$ cat src/rtl/arm_multicycle_ctrl.sv
// Multicycle ARM control unit: main FSM, registered NZCV flags, condition check and ALU decode.
// Defining CTRL_PERF_CNT_EN adds RetiredCount/SkippedCount instruction counters.
module arm_multicycle_ctrl #(
   parameter int unsigned MEM_LAT   = 1,
   parameter logic [3:0]  FLAGS_RST = 4'b0000
) (
   input  logic        clk,
   input  logic        reset,
   input  logic [3:0]  Cond,
   input  logic [1:0]  Op,
   input  logic [5:0]  Funct,
   input  logic [3:0]  Rd,
   input  logic [3:0]  ALUFlags,
   output logic        PCWrite,
   output logic        AdrSrc,
   output logic        MemWrite,
   output logic        IRWrite,
   output logic [1:0]  ResultSrc,
   output logic        ALUSrcA,
   output logic [1:0]  ALUSrcB,
   output logic [1:0]  ImmSrc,
   output logic [1:0]  RegSrc,
   output logic        RegWrite,
   output logic        LinkWrite,
   output logic [2:0]  ALUControl,
   output logic [3:0]  Flags,
`ifdef CTRL_PERF_CNT_EN
   output logic [31:0] RetiredCount,
   output logic [31:0] SkippedCount,
`endif
   output logic        Undef
);

   typedef enum logic [3:0] {
      S_FETCH, S_DECODE, S_MEMADR, S_MEMRD, S_MEMWB,
      S_MEMWR, S_EXECR, S_EXECI, S_ALUWB, S_BRANCH
   } state_t;

   localparam logic [3:0] CNT_LAST = 4'(MEM_LAT - 1);

   state_t     state_q, state_d;
   logic [3:0] cnt_q;
   logic [3:0] flags_q;
   logic       condex_q;
   logic       cond_ex, mem_done, rd_pc;
   logic       f_n, f_z, f_c, f_v;
   logic [2:0] dp_aluc;
   logic       dp_arith, dp_s, dp_wb, dp_undef;

   assign mem_done = (cnt_q == CNT_LAST);
   assign rd_pc    = (Rd == 4'hF);
   assign Flags    = flags_q;
   assign {f_n, f_z, f_c, f_v} = flags_q;

   always_comb begin
      cond_ex = 1'b0;
      unique case (Cond)
         4'b0000: cond_ex = f_z;
         4'b0001: cond_ex = !f_z;
         4'b0010: cond_ex = f_c;
         4'b0011: cond_ex = !f_c;
         4'b0100: cond_ex = f_n;
         4'b0101: cond_ex = !f_n;
         4'b0110: cond_ex = f_v;
         4'b0111: cond_ex = !f_v;
         4'b1000: cond_ex = f_c && !f_z;
         4'b1001: cond_ex = !f_c || f_z;
         4'b1010: cond_ex = (f_n == f_v);
         4'b1011: cond_ex = (f_n != f_v);
         4'b1100: cond_ex = !f_z && (f_n == f_v);
         4'b1101: cond_ex = f_z || (f_n != f_v);
         4'b1110: cond_ex = 1'b1;
         4'b1111: cond_ex = 1'b0;
      endcase
   end

   // CMP behaves as a flag-setting SUB that never writes back.
   always_comb begin
      dp_aluc  = 3'b000;
      dp_arith = 1'b0;
      dp_wb    = 1'b1;
      dp_undef = 1'b0;
      unique case (Funct[4:1])
         4'b0100: begin dp_aluc = 3'b000; dp_arith = 1'b1; end
         4'b0010: begin dp_aluc = 3'b001; dp_arith = 1'b1; end
         4'b0000: dp_aluc = 3'b010;
         4'b1100: dp_aluc = 3'b011;
         4'b1101: dp_aluc = 3'b100;
         4'b1010: begin dp_aluc = 3'b001; dp_arith = 1'b1; dp_wb = 1'b0; end
         default: begin dp_undef = 1'b1; dp_wb = 1'b0; end
      endcase
      dp_s = Funct[0] || (Funct[4:1] == 4'b1010);
   end

   always_comb begin
      state_d = state_q;
      unique case (state_q)
         S_FETCH:  if (mem_done) state_d = S_DECODE;
         S_DECODE: begin
            if (!cond_ex) state_d = S_FETCH;
            else begin
               unique case (Op)
                  2'b00:   state_d = Funct[5] ? S_EXECI : S_EXECR;
                  2'b01:   state_d = S_MEMADR;
                  2'b10:   state_d = S_BRANCH;
                  default: state_d = S_FETCH;
               endcase
            end
         end
         S_MEMADR: state_d = Funct[0] ? S_MEMRD : S_MEMWR;
         S_MEMRD:  if (mem_done) state_d = S_MEMWB;
         S_MEMWR:  if (mem_done) state_d = S_FETCH;
         S_EXECR, S_EXECI: state_d = dp_wb ? S_ALUWB : S_FETCH;
         default:  state_d = S_FETCH;
      endcase
   end

   always_ff @(posedge clk) begin
      if (reset) begin
         state_q  <= S_FETCH;
         cnt_q    <= 4'd0;
         flags_q  <= FLAGS_RST;
         condex_q <= 1'b0;
`ifdef CTRL_PERF_CNT_EN
         RetiredCount <= 32'd0;
         SkippedCount <= 32'd0;
`endif
      end else begin
         state_q <= state_d;
         // Non-dwell states change every cycle, so cnt only climbs in FETCH/MEMRD/MEMWR.
         cnt_q   <= (state_d != state_q) ? 4'd0 : cnt_q + 4'd1;
         if (state_q == S_DECODE) condex_q <= cond_ex;
         if ((state_q == S_EXECR || state_q == S_EXECI) && condex_q && !dp_undef && dp_s) begin
            flags_q[3:2] <= ALUFlags[3:2];
            if (dp_arith) flags_q[1:0] <= ALUFlags[1:0];
         end
`ifdef CTRL_PERF_CNT_EN
         if (state_d == S_FETCH && state_q != S_FETCH && state_q != S_DECODE)
            RetiredCount <= RetiredCount + 32'd1;
         if (state_q == S_DECODE && !cond_ex)
            SkippedCount <= SkippedCount + 32'd1;
`endif
      end
   end

   always_comb begin
      PCWrite    = 1'b0;
      AdrSrc     = 1'b0;
      MemWrite   = 1'b0;
      IRWrite    = 1'b0;
      ResultSrc  = 2'b00;
      ALUSrcA    = 1'b0;
      ALUSrcB    = 2'b00;
      ImmSrc     = 2'b00;
      RegSrc     = 2'b00;
      RegWrite   = 1'b0;
      LinkWrite  = 1'b0;
      ALUControl = 3'b000;
      Undef      = 1'b0;
      if (!reset) begin
         RegSrc = {Op == 2'b01, Op == 2'b10};
         unique case (state_q)
            S_FETCH: begin
               ALUSrcA = 1'b1; ALUSrcB = 2'b10; ResultSrc = 2'b10;
               IRWrite = mem_done; PCWrite = mem_done;
            end
            S_DECODE: begin
               ALUSrcA = 1'b1; ALUSrcB = 2'b10; ResultSrc = 2'b10;
               Undef   = cond_ex && (Op == 2'b11);
            end
            S_MEMADR: begin ALUSrcB = 2'b01; ImmSrc = 2'b01; end
            S_MEMRD:  AdrSrc = 1'b1;
            S_MEMWR:  begin AdrSrc = 1'b1; MemWrite = 1'b1; end
            S_MEMWB, S_ALUWB: begin
               ResultSrc = (state_q == S_MEMWB) ? 2'b01 : 2'b00;
               PCWrite   = rd_pc;
               RegWrite  = !rd_pc;
            end
            S_EXECR:  begin ALUControl = dp_aluc; Undef = dp_undef; end
            S_EXECI:  begin ALUSrcB = 2'b01; ALUControl = dp_aluc; Undef = dp_undef; end
            S_BRANCH: begin
               ALUSrcB = 2'b01; ImmSrc = 2'b10; ResultSrc = 2'b10;
               PCWrite = 1'b1;  LinkWrite = Funct[4];
            end
            default: ;
         endcase
      end
   end

endmodule
$ cat config.mk
export PLATFORM = sky130hd
export DESIGN_NAME = arm_multicycle_ctrl
export DESIGN_NICKNAME = d
export VERILOG_FILES = /design/src/rtl/arm_multicycle_ctrl.sv
export SDC_FILE = /design/constraint.sdc
export NUM_CORES = 1
export LEC_CHECK = 0
export CORE_MARGIN = 2
export CORE_UTILIZATION = 40
export DETAILED_ROUTE_END_ITERATION = 10
export HOLD_SLACK_MARGIN = 0.05
export PLACE_DENSITY_LB_ADDON = 0.15
export SLEW_MARGIN = 20
export SYNTH_ARGS = -nofsm -noshare
export SYNTH_HDL_FRONTEND = slang
export SYNTH_SLANG_ARGS = --single-unit
$ cat constraint.sdc
create_clock -name clk -period 1.7 [get_ports clk]
set_clock_uncertainty 0.1 [all_clocks]
set_input_delay 0.255 -clock clk [delete_from_list [all_inputs] [get_ports clk]]
set_output_delay 0.255 -clock clk [all_outputs]
set_load 0.05 [all_outputs]
==> impl_results.md, run 1 <==
* Error msg: [ERROR DPL-0038] Utilization greater than 100%, impossible to legalize
* H-tree levels at 1
* Top Ports at 45
* Worst endpoint type: top-level output
* Die Span X at 58.77 um
* Synth cell types at 44
* Syn Nets at 187
* Mean post-synth cell area at 7.361 um2
* Netlist Area Pre-Place at 0.001200 mm2
* Sequential area share after synthesis at 21.69%
* Port buffer count at 44
* Stop stage: global routing
* CTS root buf: clkbuf_4
* Placed inst area at 0.002323 mm2
* Final HPWL from detailed placement at 3244 um
* Initial Utilization at 42.77%
* Post-Syn Instances at 163
* GRT worst endpoint: Undef
* Ys Warns at 0
* FP Rows at 19
* Clk buf depth at 2
* Hold-fix buffers at CTS at 0
* Seq cells post-synth at 13
* Clock sink count at 13
* Die Y at 58.77 um
* Gpl congestion at 0.9057
* Largest net degree at the start of global routing at 12
* Status: aborted with a tool error
* TritonCTS Buffers at 3
## kinds of logic after synthesis
logic type | synth area share, %
AO/OA/AOI/OAI | 23.36
buffers and inverters | 6.466
AND/OR/NAND/NOR | 32.95
adder cells (fa/ha/maj) | 2.085
flip-flops | 21.69
multiplexers | 7.612
XOR/XNOR | 5.840
## synthesized netlist by cell type, drive strengths merged
cell | number | area [um2]
nand2 | 16 | 60.06
xnor2 | 3 | 26.28
mux2i | 8 | 80.08
a211oi | 3 | 22.52
nor3 | 4 | 20.02
nand2b | 3 | 18.77
nor2 | 22 | 82.58
buf | 3 | 17.52
clkbuf | 9 | 33.78
o211ai | 2 | 28.78
and4 | 1 | 8.760
and3 | 3 | 18.77
o21ai | 10 | 50.05
a22oi | 2 | 15.01
nor4 | 6 | 37.54
o22a | 1 | 8.760
nor4b | 2 | 23.77
or4b | 1 | 13.76
and2 | 3 | 18.77
inv | 7 | 26.28
a2bb2oi | 1 | 8.760
o21bai | 1 | 7.510
o41ai | 1 | 8.760
mux2 | 1 | 11.26
o31a | 1 | 8.760
dfxtp | 13 | 260.3
or2 | 1 | 6.260
or3b | 1 | 8.760
ha | 2 | 25.02
or3 | 1 | 6.260
o32ai | 1 | 16.27
o2bb2ai | 1 | 8.760
o311a | 1 | 21.27
nand3 | 5 | 25.02
xor2 | 5 | 43.79
a21oi | 10 | 65.07
o32a | 1 | 10.01
nor2b | 5 | 31.28
nor3b | 2 | 15.01
## through the flow
step / cells / util, % / hold slack (ns) / worst slack (ns)
floorplan: 163 / - / 0.2521 / -0.3697
global placement: 268 / 82.83 / 0.3749 / -0.6509
detailed placement: 268 / 82.83 / 0.3905 / -0.8100
CTS: 290 / 95.63 / 0.4038 / -0.5864
## what timing repair did
| item | 4_1_cts |
|---|---|
| setup endpoints to repair | 27 |
| setup buffers | 18 |
| gates resized for setup | 58 |
| pin swaps | 23 |
==> inputs of run 2 (changes only) <==
- CORE_UTILIZATION: 40 -> 32
- HOLD_SLACK_MARGIN: 0.05 -> default
- clock period: 1.7 -> 2.2 ns (I/O delays scaled with it)
==> impl_results.md, run 2 <==
* Antenna violations before repair at 0
* Hold Crit Start: condex_q
* Largest net degree at the start of global routing at 17
* Detailed Route Iter0 Violations at 28
* Clock sink count at 13
* Top Ports at 45
* Setup TNS at -0.03627 ns
* Final HPWL from detailed placement at a little under 3000 um
* Setup CP Type: reg2out
* Fmax achieved at 447.2 MHz
* Commonest cells in the netlist: 22 x nor2_1, 16 x nand2_1, 13 x dfxtp_1, 10 x o21ai_0, 9 x clkbuf_1
* Via count at 1366
* Gr usage total at 17.94%
* Pwr per Cell Area at roughly 560 mW/mm2
* RR Startpoint: Flags[2]
* DRC Markers at 0
* Internal power at 746.8 uW
* Layer with the highest usage: met2
* DR vias/cell at 5.078
* Most common cell after layout, fill and taps aside: buf_4
* Top-count cell post-synth: nor2_1
* Post-Syn Instances at 163
* Clk pwr share at around 17%
* Sw frac at 40.01%
* Final Hold Vio Count at 0
* Sequential area share after synthesis at 21.69%
* Worst-path maximum fanout at 2
* Worst setup path startpoint: Flags[2]
* Wirelength, routed at 3559 um
* RSZ-0062 raised after global routing: true
* Vias in the first global route at between 1000 and 1500
* Area grow syn2layout at 84.67%
* HP Class: reg2reg
* Slew margin rel. at 66.41%
* CTS tree: done
* Logic pwr share at roughly three fifths
* FP Rows at 22
* Required @ worst endpoint at 1.77 ns
* Ant. Diodes at 0
* Initial Utilization at around a third
* First drt pass iteration count at 3
* ANT nets after route at 0
* Final Cell Area at 0.002216 mm2
* Largest cells by area after synthesis: dfxtp_1 22%, nor2_1 6.9%, mux2i_1 6.7%
* Final worst slack at -0.03627 ns
* CP arrival at 1.81 ns
* Die Y at between 60 and 70 um
* Syn Nets at ~190
* TritonCTS Buffers at 3
* Gr ovfl total at 0
* Met2 usage at 31.89%
* DIE AREA at 0.004256 mm2
* Seq pwr share at roughly a quarter
* Seq cells post-synth at 13
* Worst skew pair latency at 0.25 ns
* Post-synth top area cell: dfxtp_1
* Ys Warns at 0
* DR WL/cell at roughly 13 um
* LEAKAGE at 0.8783 nW
* Status: finished, violations left
* Nets at 246
* Gpl congestion at 0.9656
* Met3 usage at 3.253%
* Startpoint types: flip-flop
* Fin crit period at 2.236 ns
* First-pass GRT wire length at 6113 um
* Worst-path clk slew at 0.05 ns
* Net Sw Power at 498.1 uW
* Peak VDD IR at 0.4231 mV
* Mean post-synth cell area at 7.361 um2
* Setup-failing EPs final at 1
* Least-Margin Pin Slew at 0.5023 ns
* Number of synthesized flops with an enable pin at 0
* CP endpoint kind: primary output
* Predominant post-synthesis flop cell: dfxtp_1
* Period utilisation layout at 101.6%
* Die Span X at around 65 um
* Final cell count without fillers at 269
* CTS root buf: clkbuf_8
* Placed inst area at 0.002066 mm2
* Final Util at between 60% and 70%
* Core area at 0.003633 mm2
* Share of cells above drive strength 1 at 37.56%
* Max-slew violations at 0
* Placed Instances at 263
* Netlist Area Pre-Place at 0.001200 mm2
* Port buffer count at 44
* Clk buf depth at 2
* Synth cell types at 44
* Most frequent cells in the layout: 22 x buf_4, 21 x nor2_1, 20 x clkdlybuf4s50_1
* Grt met1 use at 21.32%
* Failing checks: setup timing
* H-tree levels at 1
* Synth top area share at 21.69%
* Max cap viols at 0
* Asr flop ratio synth at 0%
## run 2: metrics by stage
step	hold slack (ns)	total power [mW]	setup slack (ns)
2_1_floorplan	0.3344	0.6882	-0.2629
3_3_place_gp	0.3591	0.9468	-0.2839
3_5_place_dp	0.3596	0.9588	-0.4321
4_1_cts	0.3686	1.198	-0.08935
5_1_grt	0.3924	1.320	-0.09199
6_report	0.3752	1.245	-0.03627
## run 2: kinds of logic (layout without fill, tap and decap cells)
logic type / after synthesis / after routing / share of synthesized area [%]
buffers and inverters: 19 / 77 / 6.466
AOI/OAI and AO/OA: 36 / 36 / 23.36
muxes: 9 / 9 / 7.612
and+or+nand+nor: 76 / 76 / 32.95
DFF: 13 / 13 / 21.69
adders and majority gates: 2 / 2 / 2.085
xor gates and xnor gates: 8 / 8 / 5.840
## run 2: path summary, 6_finish.rpt
path	slack (ns)	to	depth (start not counted)
setup / recovery	-0.04	Undef	6
hold / removal	0.38	condex_q	2
setup reg to reg	0.10	cnt_q[2]	6
hold reg to reg	0.38	condex_q	2
## run 2: repair_timing
action                                  4_1_cts  5_1_grt
hold buffers                                  0        0
buffers inserted                              2        0
endpoints found under the setup margin        8       12
resized for setup                            10       21
pin swaps                                     4        3
## run 2: power by group through the flow
stage / registers (mW) / clock network, mW / logic, mW
finish: 0.291 / 0.215 / 0.738
global route: 0.293 / 0.233 / 0.793
CTS: 0.286 / 0.219 / 0.693
detailed placement: 0.290 / 0 / 0.669
global placement: 0.290 / 0 / 0.657
floorplan: 0.272 / 0 / 0.416
## run 2: per-layer routing
metal  part of all wire, %  vias to the layer above  wire (um)
met5                     0                        -          0
met4                   1.5                        0         55
met3                   6.4                        6        228
met2                    48                       41       1703
met1                    44                      625       1571
li1                      -                      694          -
## run 2: cell type report
class                           instances  area (um2)
Timing Repair Buffer                   66       790.8
Sequential cell                        13       274.0
Clock buffer                            4       45.04
Inverter                                7       26.28
Multi-Input combinational cell        131        1020
Tap cell                               48       60.06
Fill cell                             334        1418
## run 2: critical path, cell delays in order (launching register included)
cell,delay (ns)
dfxtp_4,0.34
or4b_4,0.53
a21oi_4,0.16
o211ai_4,0.10
nand2b_4,0.15
a21oi_4,0.14
buf_12,0.15
No activity file was read; power rests on OpenSTA's default activity.
